<file path="src/rtl/reg_cmd_sequencer.sv">
// Command front-end for the 8x16 register-control bank: FIFO-buffers register commands and
// replays each IN/MOVE as an isolated one-cycle strobe followed by a fixed idle gap.
module reg_cmd_sequencer #(
    parameter int DATA_W    = 16,
    parameter int DEPTH     = 4,
    parameter int ISSUE_GAP = 2
) (
    input  logic              clk,
    input  logic              rst_n,
    input  logic              cmd_valid,
    output logic              cmd_ready,
    input  logic [DATA_W+7:0] cmd_word,
    output logic [2:0]        cmd_src,
    output logic [2:0]        cmd_dest,
    output logic              cmd_move,
    output logic              cmd_in,
    output logic [DATA_W-1:0] cmd_data,
    output logic              idle,
    output logic [7:0]        err_cnt
);

    localparam int PTR_W  = $clog2(DEPTH);
    localparam int CNT_W  = PTR_W + 1;
    localparam int WORD_W = DATA_W + 8;

    localparam logic [CNT_W-1:0] FULL_CNT = CNT_W'(DEPTH);
    localparam logic [CNT_W-1:0] CNT_ONE  = CNT_W'(1);
    localparam logic [CNT_W-1:0] CNT_ZERO = CNT_W'(0);
    localparam logic [PTR_W-1:0] PTR_ONE  = PTR_W'(1);
    localparam logic [3:0]       GAP_LOAD = 4'(ISSUE_GAP);

    localparam logic [1:0] OP_IN   = 2'b01;
    localparam logic [1:0] OP_MOVE = 2'b10;
    localparam logic [1:0] OP_ILL  = 2'b11;

    typedef enum logic [1:0] {
        S_IDLE  = 2'd0,
        S_ISSUE = 2'd1,
        S_GAP   = 2'd2
    } state_t;

    function automatic logic [7:0] sat_inc8(input logic [7:0] v);
        if (v == 8'hFF) begin
            return v;
        end else begin
            return v + 8'd1;
        end
    endfunction

    logic [WORD_W-1:0] mem_r [DEPTH];
    logic [PTR_W-1:0]  wr_ptr_r;
    logic [PTR_W-1:0]  rd_ptr_r;
    logic [CNT_W-1:0]  count_r;

    state_t            state_r;
    state_t            state_s;
    logic [3:0]        gap_r;
    logic [3:0]        gap_s;
    logic [1:0]        op_r;
    logic [1:0]        op_s;
    logic [2:0]        src_r;
    logic [2:0]        dest_r;
    logic [DATA_W-1:0] data_r;
    logic              move_r;
    logic              in_r;
    logic [7:0]        err_r;

    logic              push_s;
    logic              pop_s;
    logic              load_s;
    logic              err_inc_s;
    logic              move_s;
    logic              in_s;
    logic [WORD_W-1:0] head_s;
    logic [1:0]        head_op_s;

    // Ready looks only at the registered count, so a same-cycle pop never frees a slot early.
    assign cmd_ready = (count_r != FULL_CNT);
    assign push_s    = cmd_valid && cmd_ready;
    assign head_s    = mem_r[rd_ptr_r];
    assign head_op_s = head_s[WORD_W-1 -: 2];

    assign idle      = (state_r == S_IDLE) && (count_r == CNT_ZERO);
    assign cmd_src   = src_r;
    assign cmd_dest  = dest_r;
    assign cmd_data  = data_r;
    assign cmd_move  = move_r;
    assign cmd_in    = in_r;
    assign err_cnt   = err_r;

    // Command FIFO storage, pointers and occupancy
    always_ff @(posedge clk or negedge rst_n) begin
        if (!rst_n) begin
            wr_ptr_r <= '0;
            rd_ptr_r <= '0;
            count_r  <= '0;
            for (int i = 0; i < DEPTH; i++) begin
                mem_r[i] <= '0;
            end
        end else begin
            if (push_s) begin
                mem_r[wr_ptr_r] <= cmd_word;
                wr_ptr_r        <= wr_ptr_r + PTR_ONE;
            end
            if (pop_s) begin
                rd_ptr_r <= rd_ptr_r + PTR_ONE;
            end
            if (push_s && !pop_s) begin
                count_r <= count_r + CNT_ONE;
            end else if (!push_s && pop_s) begin
                count_r <= count_r - CNT_ONE;
            end
        end
    end

    // Next-state and decode: only S_IDLE consumes the FIFO head
    always_comb begin
        state_s   = state_r;
        gap_s     = gap_r;
        op_s      = op_r;
        pop_s     = 1'b0;
        load_s    = 1'b0;
        err_inc_s = 1'b0;
        move_s    = 1'b0;
        in_s      = 1'b0;
        case (state_r)
            S_IDLE: begin
                if (count_r != CNT_ZERO) begin
                    pop_s = 1'b1;
                    case (head_op_s)
                        OP_IN, OP_MOVE: begin
                            load_s  = 1'b1;
                            op_s    = head_op_s;
                            state_s = S_ISSUE;
                        end
                        OP_ILL:  err_inc_s = 1'b1;
                        default: err_inc_s = 1'b0;
                    endcase
                end else begin
                    state_s = S_IDLE;
                end
            end
            S_ISSUE: begin
                in_s    = (op_r == OP_IN);
                move_s  = (op_r == OP_MOVE);
                gap_s   = GAP_LOAD;
                state_s = S_GAP;
            end
            S_GAP: begin
                gap_s = gap_r - 4'd1;
                if (gap_r == 4'd1) begin
                    state_s = S_IDLE;
                end else begin
                    state_s = S_GAP;
                end
            end
            default: begin
                state_s = S_IDLE;
            end
        endcase
    end

    // Sequencer state, issued-command registers, strobes and error counter
    always_ff @(posedge clk or negedge rst_n) begin
        if (!rst_n) begin
            state_r <= S_IDLE;
            gap_r   <= 4'd0;
            op_r    <= 2'b00;
            src_r   <= 3'd0;
            dest_r  <= 3'd0;
            data_r  <= '0;
            move_r  <= 1'b0;
            in_r    <= 1'b0;
            err_r   <= 8'd0;
        end else begin
            state_r <= state_s;
            gap_r   <= gap_s;
            op_r    <= op_s;
            move_r  <= move_s;
            in_r    <= in_s;
            if (load_s) begin
                src_r  <= head_s[DATA_W+5:DATA_W+3];
                dest_r <= head_s[DATA_W+2:DATA_W];
                data_r <= head_s[DATA_W-1:0];
            end
            if (err_inc_s) begin
                err_r <= sat_inc8(err_r);
            end
        end
    end

endmodule
</file>
<file path="config.mk">
export PLATFORM = sky130hd
export DESIGN_NAME = reg_cmd_sequencer
export DESIGN_NICKNAME = d
export VERILOG_FILES = /design/src/rtl/reg_cmd_sequencer.sv
export SDC_FILE = /design/constraint.sdc
export NUM_CORES = 1
export LEC_CHECK = 0
export ABC_CLOCK_PERIOD_IN_PS = 2850
export CORE_MARGIN = 2
export CORE_UTILIZATION = 40
export DETAILED_ROUTE_END_ITERATION = 8
export GPL_TIMING_DRIVEN = 0
export PLACE_DENSITY = 0.6
export SLEW_MARGIN = 15
export SYNTH_ARGS = -nofsm -noshare
export SYNTH_HDL_FRONTEND = slang
export SYNTH_SLANG_ARGS = --single-unit
</file>
<file path="constraint.sdc">
create_clock -name clk -period 2.85 [get_ports clk]
set_input_delay 0.7125 -clock clk [delete_from_list [all_inputs] [get_ports clk]]
set_output_delay 0.7125 -clock clk [all_outputs]
set_load 0.05 [all_outputs]
</file>
==> results.sh <==
export IMPL_status="complete, no violations"
export IMPL_powerDensity_nw_per_um2=1360
export IMPL_synth_edf_count=0
export IMPL_async_flop_share_pct=100
export IMPL_cts_root_buf="clkbuf_16"
export IMPL_post_drt_wl_per_cell_um=18.4
export IMPL_fin_skew_ns=0.00630
export IMPL_hold_class="in -> async"
export IMPL_syn_area_per_cell_um2=16.9
export IMPL_viasPerCell=4.98
export IMPL_reg2reg_depth=6
export IMPL_whs_ns=0.194
export IMPL_cp_cell_sequence="or3b_1 -> clkdlybuf4s50_1"
export IMPL_ctsHoldBuffers=0
export IMPL_required_ns=2.14
export IMPL_crit_buf_inv=1
export IMPL_start_kind="register"
export IMPL_rsz0062_at_grt="no"
export IMPL_cp_slowest_cell="clkdlybuf4s50_1"
export IMPL_p_sw_share_pct=33.6
export IMPL_area_growth_pct=23.3
export IMPL_ys_types=35
export IMPL_htree_levels=4
export IMPL_syn_area_um2=6670
export IMPL_power_mw=11.2
export IMPL_utilization_pct=50.1
export IMPL_vdd_drop_max_mv=0.616
export IMPL_power_switching_mw=3.76
export IMPL_ios=61
export IMPL_grt_start_max_net_pins=98
export IMPL_dp_hpwl_um=8380
export IMPL_place_congestion=0.711
export IMPL_initialDrtViolationCount=147
export IMPL_worst_slack_ns=0.0960
export IMPL_ys_ff_latch=143
export IMPL_tightestPinTransition_ns=0.760
export IMPL_cp_max_fo=5
export IMPL_worstSkewPairLatency_ns=0.42
export IMPL_cts_path_max_buffers=2
export IMPL_critPathArrivalTime_ns=2.04
export IMPL_vias=3520
export IMPL_cp_end_kind="primary output"
export IMPL_yosysSeqAreaShare_pct=53.7
export IMPL_syn_inst=394
export IMPL_grt_use_total_pct=16.0
export IMPL_drv_slew=0
export IMPL_die_w_um=133
export IMPL_power_frac_seq_pct=32.5
export IMPL_ys_top_cells_by_area="dfrtp_1 54%, mux2_4 18%, mux4_2 8.1%, mux2_2 7.4%, buf_12 2.4%"
export IMPL_synth_top_area_cell="dfrtp_1"
export IMPL_grt_pass1_vias=3814
export IMPL_clockPowerShare_pct=21.3
export IMPL_rows=47
export IMPL_core_area_um2=16400
export IMPL_drive_gt1_share_pct=41.3
export IMPL_crit_family="buffers and inverters"
export IMPL_synth_top_area_share_pct=53.7
export IMPL_cts_buffers=17
export IMPL_reg2reg_from="rd_ptr_r[0]"
export IMPL_pre_cts_ws_ns=0.192
export IMPL_regToRegEndpoint="cmd_data[6]"
export IMPL_path_clk_slew_ns=0.06
export IMPL_layout_nets=514
export IMPL_pwr_share_comb_pct=46.2
export IMPL_min_period_over_period_pct=96.6
export IMPL_tritoncts="yes"
export IMPL_maxCapViolCount=0
export IMPL_setup_viol=0
export IMPL_portBuffers=60
export IMPL_p_leak_nw=3.72
export IMPL_fmax_mhz=363
export IMPL_antennaDiodeCount=0
export IMPL_cts_resized=0
export IMPL_ys_warn_count=0
export IMPL_die_y_um=133
export IMPL_hold_viol=0
export IMPL_antenna_found_initial=0
export IMPL_grt_pass1_wl_um=21500
export IMPL_dr_pass1_iters=4
export IMPL_wirelength_um=13000
export IMPL_drc=0
export IMPL_max_stage_delay_ns=0.74
export IMPL_start_util_pct=40.6
export IMPL_post_cts_setup_buffer_count=0
export IMPL_dieArea_um2=17700
export IMPL_syn_nets=434
export IMPL_maxSlewHeadroom_pct=49.3
export IMPL_synth_ff_type="dfrtp_1"
export IMPL_crit_type="reg -> out"
export IMPL_p_int_mw=7.44
export IMPL_clock_sinks=143
export IMPL_ant_nets=0
export IMPL_fin_crit_ns=2.75
export IMPL_n_fill_cell=1344
export IMPL_r2r_setup_slack_ns=0.24
export IMPL_grt_ovfl_total=0
## logic make-up (layout without fill, tap and decap cells)
| kind of cell | after synthesis | count (layout) | share of synthesized area (%) |
|---|---|---|---|
| buffers and inverters | 28 | 121 | 3.90 |
| adders and majority gates | 13 | 13 | 2.55 |
| DFF | 143 | 143 | 53.7 |
| muxes | 148 | 148 | 33.6 |
| xor gates and xnor gates | 11 | 11 | 1.45 |
| and+or+nand+nor | 40 | 40 | 3.77 |
| AOI/OAI and AO/OA | 11 | 11 | 1.09 |
## cell type report
class / count / area, µm² / share of cell area, %
Timing Repair Buffer: 61 / 636 / 7.74
Clock buffer: 19 / 453 / 5.51
Clock inverter: 13 / 186 / 2.27
Multi-Input combinational cell: 223 / 2830 / 34.4
Buffer: 18 / 223 / 2.71
Tap cell: 220 / 275 / 3.35
Inverter: 10 / 37.5 / 0.457
Sequential cell: 143 / 3580 / 43.6
## worst max path at each step
stage                            from     endpoint  slack [ns]  cells past startpoint
after global placement          rst_n    mem_r[32]       -4.61                      1
final                      count_r[0]    cmd_ready         0.1                      2
after CTS                  count_r[0]         idle        0.05                      3
after global routing       count_r[0]    cmd_ready        0.03                      2
after detailed placement  rd_ptr_r[0]  cmd_data[5]        0.19                      6
after floorplan            count_r[0]   count_r[1]        0.35                      7
## synthesized netlist by cell type (all sizes together), types with 4 or more instances
cell type and number:
o21ai 4, nand3 4, mux4 24, dfrtp 143, nand2 14, mux2 124
ha 12, inv 10, buf 15, xnor2 8, nor2 7
## layer usage
metal	GRT usage, %	part of all wire, %	wire length [µm]	vias up
li1	-	-	-	1591
met1	21.5	46	6030	1852
met2	25.5	49	6360	64
met3	4.07	3.1	403	13
met4	5.73	1.4	181	0
met5	0	0	0	-
## power groups by stage
| stage | combinational (mW) | clock, mW | sequential (mW) |
|---|---|---|---|
| 5_1_grt | 5.56 | 2.54 | 3.77 |
| 3_3_place_gp | 5.14 | 0 | 3.60 |
| 4_1_cts | 5.27 | 2.44 | 3.64 |
| 3_5_place_dp | 5.26 | 0 | 3.66 |
| 2_1_floorplan | 3.46 | 0 | 4.14 |
| 6_report | 5.18 | 2.39 | 3.64 |
## through the flow
step	instance area, µm²	std cells	setup TNS, ns
floorplan	6670	394	0
finish	8220	707	0
detailed placement	7570	675	0
CTS	8210	707	0
global route	8220	707	0
global placement	7540	674	-658.01
## cell usage in the layout (no fill, tap or decap), drive strengths merged, types with 8 or more instances in the layout
master and n:
buf 17, clkbuf 22, clkdlybuf4s50 58, dfrtp 143
ha 12, inv 11, mux2 124, mux4 24
nand2 14, xnor2 8
## flip-flops by register name (all words and copies together) (netlist names)
signal and cells:
mem_r 96, cmd_data 16, err_cnt 8, gap_r 4, cmd_dest 3, cmd_src 3, count_r 3, op_r 2
rd_ptr_r 2, state_r 2, wr_ptr_r 2, cmd_in 1, cmd_move 1
(Power assumes the default switching activity.)
